## src/rtl/at_load_queue_pkg.sv

```systemverilog
// Shared constants and helpers for the at load queue.
// Defines default widths, the pointer/count width function and the queue operation encoding.
package at_load_queue_pkg;

    localparam int AT_DATA_SIZE = 8;
    localparam int AT_LQ_DEPTH  = 4;

    // Ceiling log2, evaluated at elaboration time to size pointers and the count.
    function automatic int clog2(input int n);
        int r;
        r = 0;
        while ((1 << r) < n) begin
            r++;
        end
        return r;
    endfunction

    typedef enum logic [1:0] {
        LQ_IDLE = 2'b00,
        LQ_POP  = 2'b01,
        LQ_PUSH = 2'b10,
        LQ_BOTH = 2'b11
    } lq_op_e;

endpackage

```

## src/rtl/at_load_queue_ctl.sv

```systemverilog
// Pointer, occupancy and handshake control for the at load queue.
// Optional empty-queue bypass decode is enabled by AT_LOAD_QUEUE_BYPASS_EN.
module at_load_queue_ctl
    import at_load_queue_pkg::*;
#(
    parameter int DEPTH = AT_LQ_DEPTH
) (
    input  logic                    clk,
    input  logic                    reset,
    input  logic                    in_valid,
    input  logic                    take,
    output logic                    in_ready,
    output logic [clog2(DEPTH):0]   count,
    output logic                    empty,
    output logic                    full,
    output logic                    wr_en,
    output logic                    rd_en,
    output logic                    byp_en,
    output logic [clog2(DEPTH)-1:0] wr_addr,
    output logic [clog2(DEPTH)-1:0] rd_addr
);

    localparam int AW = clog2(DEPTH);
    localparam int CW = AW + 1;

    logic [AW-1:0] wptr_q, wptr_d;
    logic [AW-1:0] rptr_q, rptr_d;
    logic [CW-1:0] count_q, count_d;
    logic          push;
    lq_op_e        op;

    assign empty    = (count_q == '0);
    assign full     = (count_q == CW'(DEPTH));
    assign in_ready = !full && !reset;
    assign push     = in_valid && in_ready;

`ifdef AT_LOAD_QUEUE_BYPASS_EN
    assign byp_en = empty && push && take;
`else
    assign byp_en = 1'b0;
`endif

    assign wr_en   = push && !byp_en;
    assign rd_en   = take && !empty;
    assign wr_addr = wptr_q;
    assign rd_addr = rptr_q;
    assign count   = count_q;
    assign op      = lq_op_e'({wr_en, rd_en});

    // NOTE: every always_comb output gets a default first so no path leaves it unassigned (no latches).
    always_comb begin
        wptr_d  = wptr_q;
        rptr_d  = rptr_q;
        count_d = count_q;
        if (wr_en) wptr_d = wptr_q + AW'(1);
        if (rd_en) rptr_d = rptr_q + AW'(1);
        case (op)
            LQ_PUSH: count_d = count_q + CW'(1);
            LQ_POP:  count_d = count_q - CW'(1);
            default: count_d = count_q;
        endcase
    end

    // NOTE: state registers use non-blocking assignments so all flops update from pre-edge values.
    always_ff @(posedge clk) begin
        if (reset) begin
            wptr_q  <= '0;
            rptr_q  <= '0;
            count_q <= '0;
        end else begin
            wptr_q  <= wptr_d;
            rptr_q  <= rptr_d;
            count_q <= count_d;
        end
    end

endmodule

```

## src/rtl/at_load_queue.sv

```systemverilog
// Buffered feeder in front of the at holding register: FIFO storage plus registered e/d load stage.
// Define AT_LOAD_QUEUE_BYPASS_EN to forward a word straight through an empty queue.
module at_load_queue
    import at_load_queue_pkg::*;
#(
    parameter int SIZE  = AT_DATA_SIZE,
    parameter int DEPTH = AT_LQ_DEPTH
) (
    input  logic                  clk,
    input  logic                  reset,
    input  logic                  in_valid,
    input  logic [SIZE-1:0]       in_data,
    output logic                  in_ready,
    input  logic                  take,
    output logic                  e,
    output logic [SIZE-1:0]       d,
    output logic [clog2(DEPTH):0] count,
    output logic                  empty,
    output logic                  full
);

    localparam int AW = clog2(DEPTH);

    logic [SIZE-1:0] mem_q [DEPTH];
    logic            wr_en, rd_en, byp_en;
    logic [AW-1:0]   wr_addr, rd_addr;
    logic            e_q, e_d;
    logic [SIZE-1:0] d_q, d_d;

    at_load_queue_ctl #(.DEPTH(DEPTH)) u_ctl (
        .clk      (clk),
        .reset    (reset),
        .in_valid (in_valid),
        .take     (take),
        .in_ready (in_ready),
        .count    (count),
        .empty    (empty),
        .full     (full),
        .wr_en    (wr_en),
        .rd_en    (rd_en),
        .byp_en   (byp_en),
        .wr_addr  (wr_addr),
        .rd_addr  (rd_addr)
    );

    // NOTE: the storage array is not reset; the pointers and count alone define which entries are live.
    always_ff @(posedge clk) begin
        if (wr_en) mem_q[wr_addr] <= in_data;
    end

    always_comb begin
        e_d = 1'b0;
        d_d = d_q;
        if (byp_en) begin
            e_d = 1'b1;
            d_d = in_data;
        end else if (rd_en) begin
            e_d = 1'b1;
            d_d = mem_q[rd_addr];
        end
    end

    // Reset has priority, so a pop sampled together with reset never produces a pulse.
    always_ff @(posedge clk) begin
        if (reset) begin
            e_q <= 1'b0;
            d_q <= '0;
        end else begin
            e_q <= e_d;
            d_q <= d_d;
        end
    end

    assign e = e_q;
    assign d = d_q;

endmodule

```

## config.mk

```make
export PLATFORM = sky130hd
export DESIGN_NAME = at_load_queue
export DESIGN_NICKNAME = d
export VERILOG_FILES = /design/src/rtl/at_load_queue_pkg.sv /design/src/rtl/at_load_queue_ctl.sv /design/src/rtl/at_load_queue.sv
export SDC_FILE = /design/constraint.sdc
export NUM_CORES = 1
export LEC_CHECK = 0
export BUFFER_PORTS_ARGS = -buffer_cell sky130_fd_sc_hd__buf_2
export CORE_ASPECT_RATIO = 1.1
export CORE_UTILIZATION = 45
export DETAILED_ROUTE_END_ITERATION = 16
export HOLD_SLACK_MARGIN = 0.08
export PLACE_DENSITY = 0.73
export SLEW_MARGIN = 20
export SYNTH_ARGS = -nofsm -noshare
export SYNTH_HDL_FRONTEND = slang
export SYNTH_HIERARCHICAL = 1
export SYNTH_SLANG_ARGS = --single-unit
```

## constraint.sdc

```tcl
create_clock -name clk -period 3 [get_ports clk]
set_clock_uncertainty 0.05 [all_clocks]
set_input_delay 0.15 -clock clk [delete_from_list [all_inputs] [get_ports clk]]
set_output_delay 0.15 -clock clk [all_outputs]
set_load 0.1 [all_outputs]
```

==> metrics.txt <==
ant diodes=0; crit path kind=reg2reg; VDD IR-drop max=0.6810 mV; Ys Warns=6; #FFs+latches synth=48; core area=0.004317 sq mm; fillcell total=roughly 380; LEAKAGE=0.9144 nW; Post-Route WL=3654 um; WP buf/inv=1; initial core utilization=47.39%; grt ovf=0; depth of the most critical reg-to-reg path=9; DP Area=~0.0022 sq mm; row count=25; largest cells by area after synthesis=edfxtp_1 47%, dfxtp_1 16%, mux2i_1 7.8%, inv_1 3.7%, o31a_1 3.4%; pin count of the biggest net entering global routing=21; PD cells=approximately 840 mW/mm^2; Slowest cell on crit path=dfxtp_2; Sink Count=48; fmax=0.4439 GHz; fin area=0.002391 sq mm; Worst path max stage delay=0.37 ns; status=finished clean; CP Data Required Time=roughly 3.2 ns; 1st-pass router iterations=5; Crit Path Max Fanout=6; Post-synth EDFFs=32; first-pass GRT wire length=6078 um; Cells after DPL=241; post_cts resized=0; reg2reg setup slack=about 0.75 ns; wire per inst=14.22 um; Synth Cell Area=0.002046 sq mm; critical path data arrival time=2.43 ns; Top delay family on crit path=simple AND/OR/NAND/NOR gates; post-synth top area share=between 40% and 50%; DRC=0; Final Util=55.39%; num ports=27; TritonCTS clock tree=done; hold path start=in_valid; Final period util=around three quarters; Detailed Route Iter0 Violations=46; post-synthesis sequential area ratio=62.63%; most frequent cell after synthesis=edfxtp_1; vias in the first global route=1277; DRT antenna net count=0; vias post-DR=1300; unique cell type count in the Yosys netlist=33; Synth Instances=166; GRT Util Overall=17.55%; r2r startpoint=u_ctl/count[1]$_SDFFE_PP0P_; Async S/R FF share, synth=0%; crit path time final=2.253 ns; Die Area=0.004820 sq mm; via/cell ratio=~5; hold depth=4; Post-synth top cells=32 x edfxtp_1, 20 x inv_1, 18 x nor2_1, 16 x dfxtp_1, 16 x mux2i_1; H-tree levels=2; Crit. End Element=flop; Finish-stage setup viols=0; fraction of layout cells with a size suffix above 1=21.18%; # Post-CTS Setup Buffers=0; clk buf depth=2; Worst-Skew Late Latency=0.30 ns; RSZ-0062 raised after global routing=no; largest area contributor in the netlist=edfxtp_1; Worst Max-Slew Pin Slew=0.5228 ns; Die Span Y=72.72 um; die width=66.29 um; Hold-fix buffers, CTS=8; Synth Net Count=180; Port Buf Inserts=26; CP cell instances=nor3b_4 -> nand2b_1 -> or2_2 -> ha_1 -> inv_1 -> fa_1 -> xor2_1 -> or3_1 -> a21oi_1; Final HPWL DP=2350 um; Worst-path clk slew=about 0.080 ns; gpl congestion=0.7383; crit start category=flop; slew margin rel.=roughly two thirds; Worst Hold Class=in2reg; Hold Path Sink=u_ctl/wr_addr[1]$_SDFFE_PP0P_; CTS root buffer=clkbuf_8; ys flop type=edfxtp_1; RR Endpoint=u_ctl/count[2]$_SDFFE_PP0P_; NumNets Final=216; max cap viols=0; Fin. Hold Viols=0; Cell Count, Final, Fillers Out=257; CTS Buf Count=5; Mapped Avg Cell Area=around 12 sq um; Area Growth Syn to Fin=16.88%; Slew Viols, Final=0; initial antenna violation count=0
[power breakdown]
group          switching, mW  internal, mW
combinational          0.592         0.217
clock                  0.194         0.188
sequential            0.0540         0.772
[cell type report]
class / instances / area (sq um) / area share, %
sequential: 48 / 1287 / 53.85
clock buffer: 8 / 90.09 / 3.768
inverter: 20 / 75.07 / 3.140
timing repair buffer: 38 / 240.2 / 10.05
multi-input combinational: 89 / 630.6 / 26.37
tap: 54 / 67.56 / 2.826
[logic make-up after synthesis]
family	Yosys count	share of synthesized area (%)
flip-flops	48	62.63
XOR/XNOR	3	1.285
AND/OR/NAND/NOR	34	8.930
other	1	0.1833
AO/OA/AOI/OAI	32	9.909
multiplexers	17	8.379
buffers and inverters	29	7.094
adder cells (fa/ha/maj)	2	1.590
[how the worst max path moves through the flow]
stage / start / slack [ns] / cells past startpoint / to
floorplan: u_ctl/count[2]$_SDFFE_PP0P_ / -0.13 / 9 / u_ctl/count[2]$_SDFFE_PP0P_
global placement: u_ctl/count[2]$_SDFFE_PP0P_ / 0.82 / 9 / u_ctl/count[2]$_SDFFE_PP0P_
detailed placement: u_ctl/count[1]$_SDFFE_PP0P_ / 0.74 / 9 / u_ctl/count[2]$_SDFFE_PP0P_
CTS: u_ctl/count[1]$_SDFFE_PP0P_ / 0.71 / 9 / u_ctl/count[2]$_SDFFE_PP0P_
global route: u_ctl/count[1]$_SDFFE_PP0P_ / 0.60 / 9 / u_ctl/count[2]$_SDFFE_PP0P_
finish: u_ctl/count[1]$_SDFFE_PP0P_ / 0.75 / 9 / u_ctl/count[2]$_SDFFE_PP0P_
[worst reg2reg max path: cells and delay by family, from the launching register on]
family | cells | cell delay (ns)
compound gates | 1 | 0.14
xor+xnor | 1 | 0.15
fa+ha+maj | 2 | 0.54
buf+inv | 1 | 0.07
flops | 1 | 0.37
simple gates | 4 | 0.85
[cell usage in the layout (no fill, tap or decap), types with 2 or more instances in the layout]
cell type,synthesis,final
buf_2,1,26
o22ai_1,8,8
nand2b_1,2,2
dlygate4sd3_1,0,8
buf_4,2,4
nor2_1,18,18
edfxtp_1,32,32
mux2i_1,16,16
clkbuf_8,0,6
o21ai_0,3,3
inv_1,20,20
clkbuf_1,2,2
a21oi_1,12,12
nand2_1,3,3
or3_1,3,3
xor2_1,3,3
dfxtp_1,16,13
o31a_1,8,8
dfxtp_2,0,2
[state kept, by name (all words and copies together), names as in the netlist]
signal	cells
u_ctl/count	3
mem_q	32
u_ctl/wr_addr	2
u_ctl/rd_addr	2
e	1
d	8
[metrics by stage]
step           hold WS [ns]  worst slack, ns  power [mW]  setup TNS [ns]
2_1_floorplan        0.1989          -0.1259       1.544         -0.1259
3_3_place_gp         0.3341           0.8228       1.632               0
3_5_place_dp         0.3359           0.7409       1.648               0
4_1_cts              0.1559           0.7068       2.037               0
5_1_grt              0.1978           0.6008       2.132               0
6_report             0.1647           0.7472       2.017               0
[layer usage]
layer / global-route usage, % / part of all wire [%] / up-vias
li1: - / - / 653
met1: 22.00 / 44 / 609
met2: 28.23 / 50 / 31
met3: 4.531 / 4.4 / 7
met4: 8.274 / 1.6 / 0
met5: 0 / 0 / -
Power figures use the tool's default switching activity.
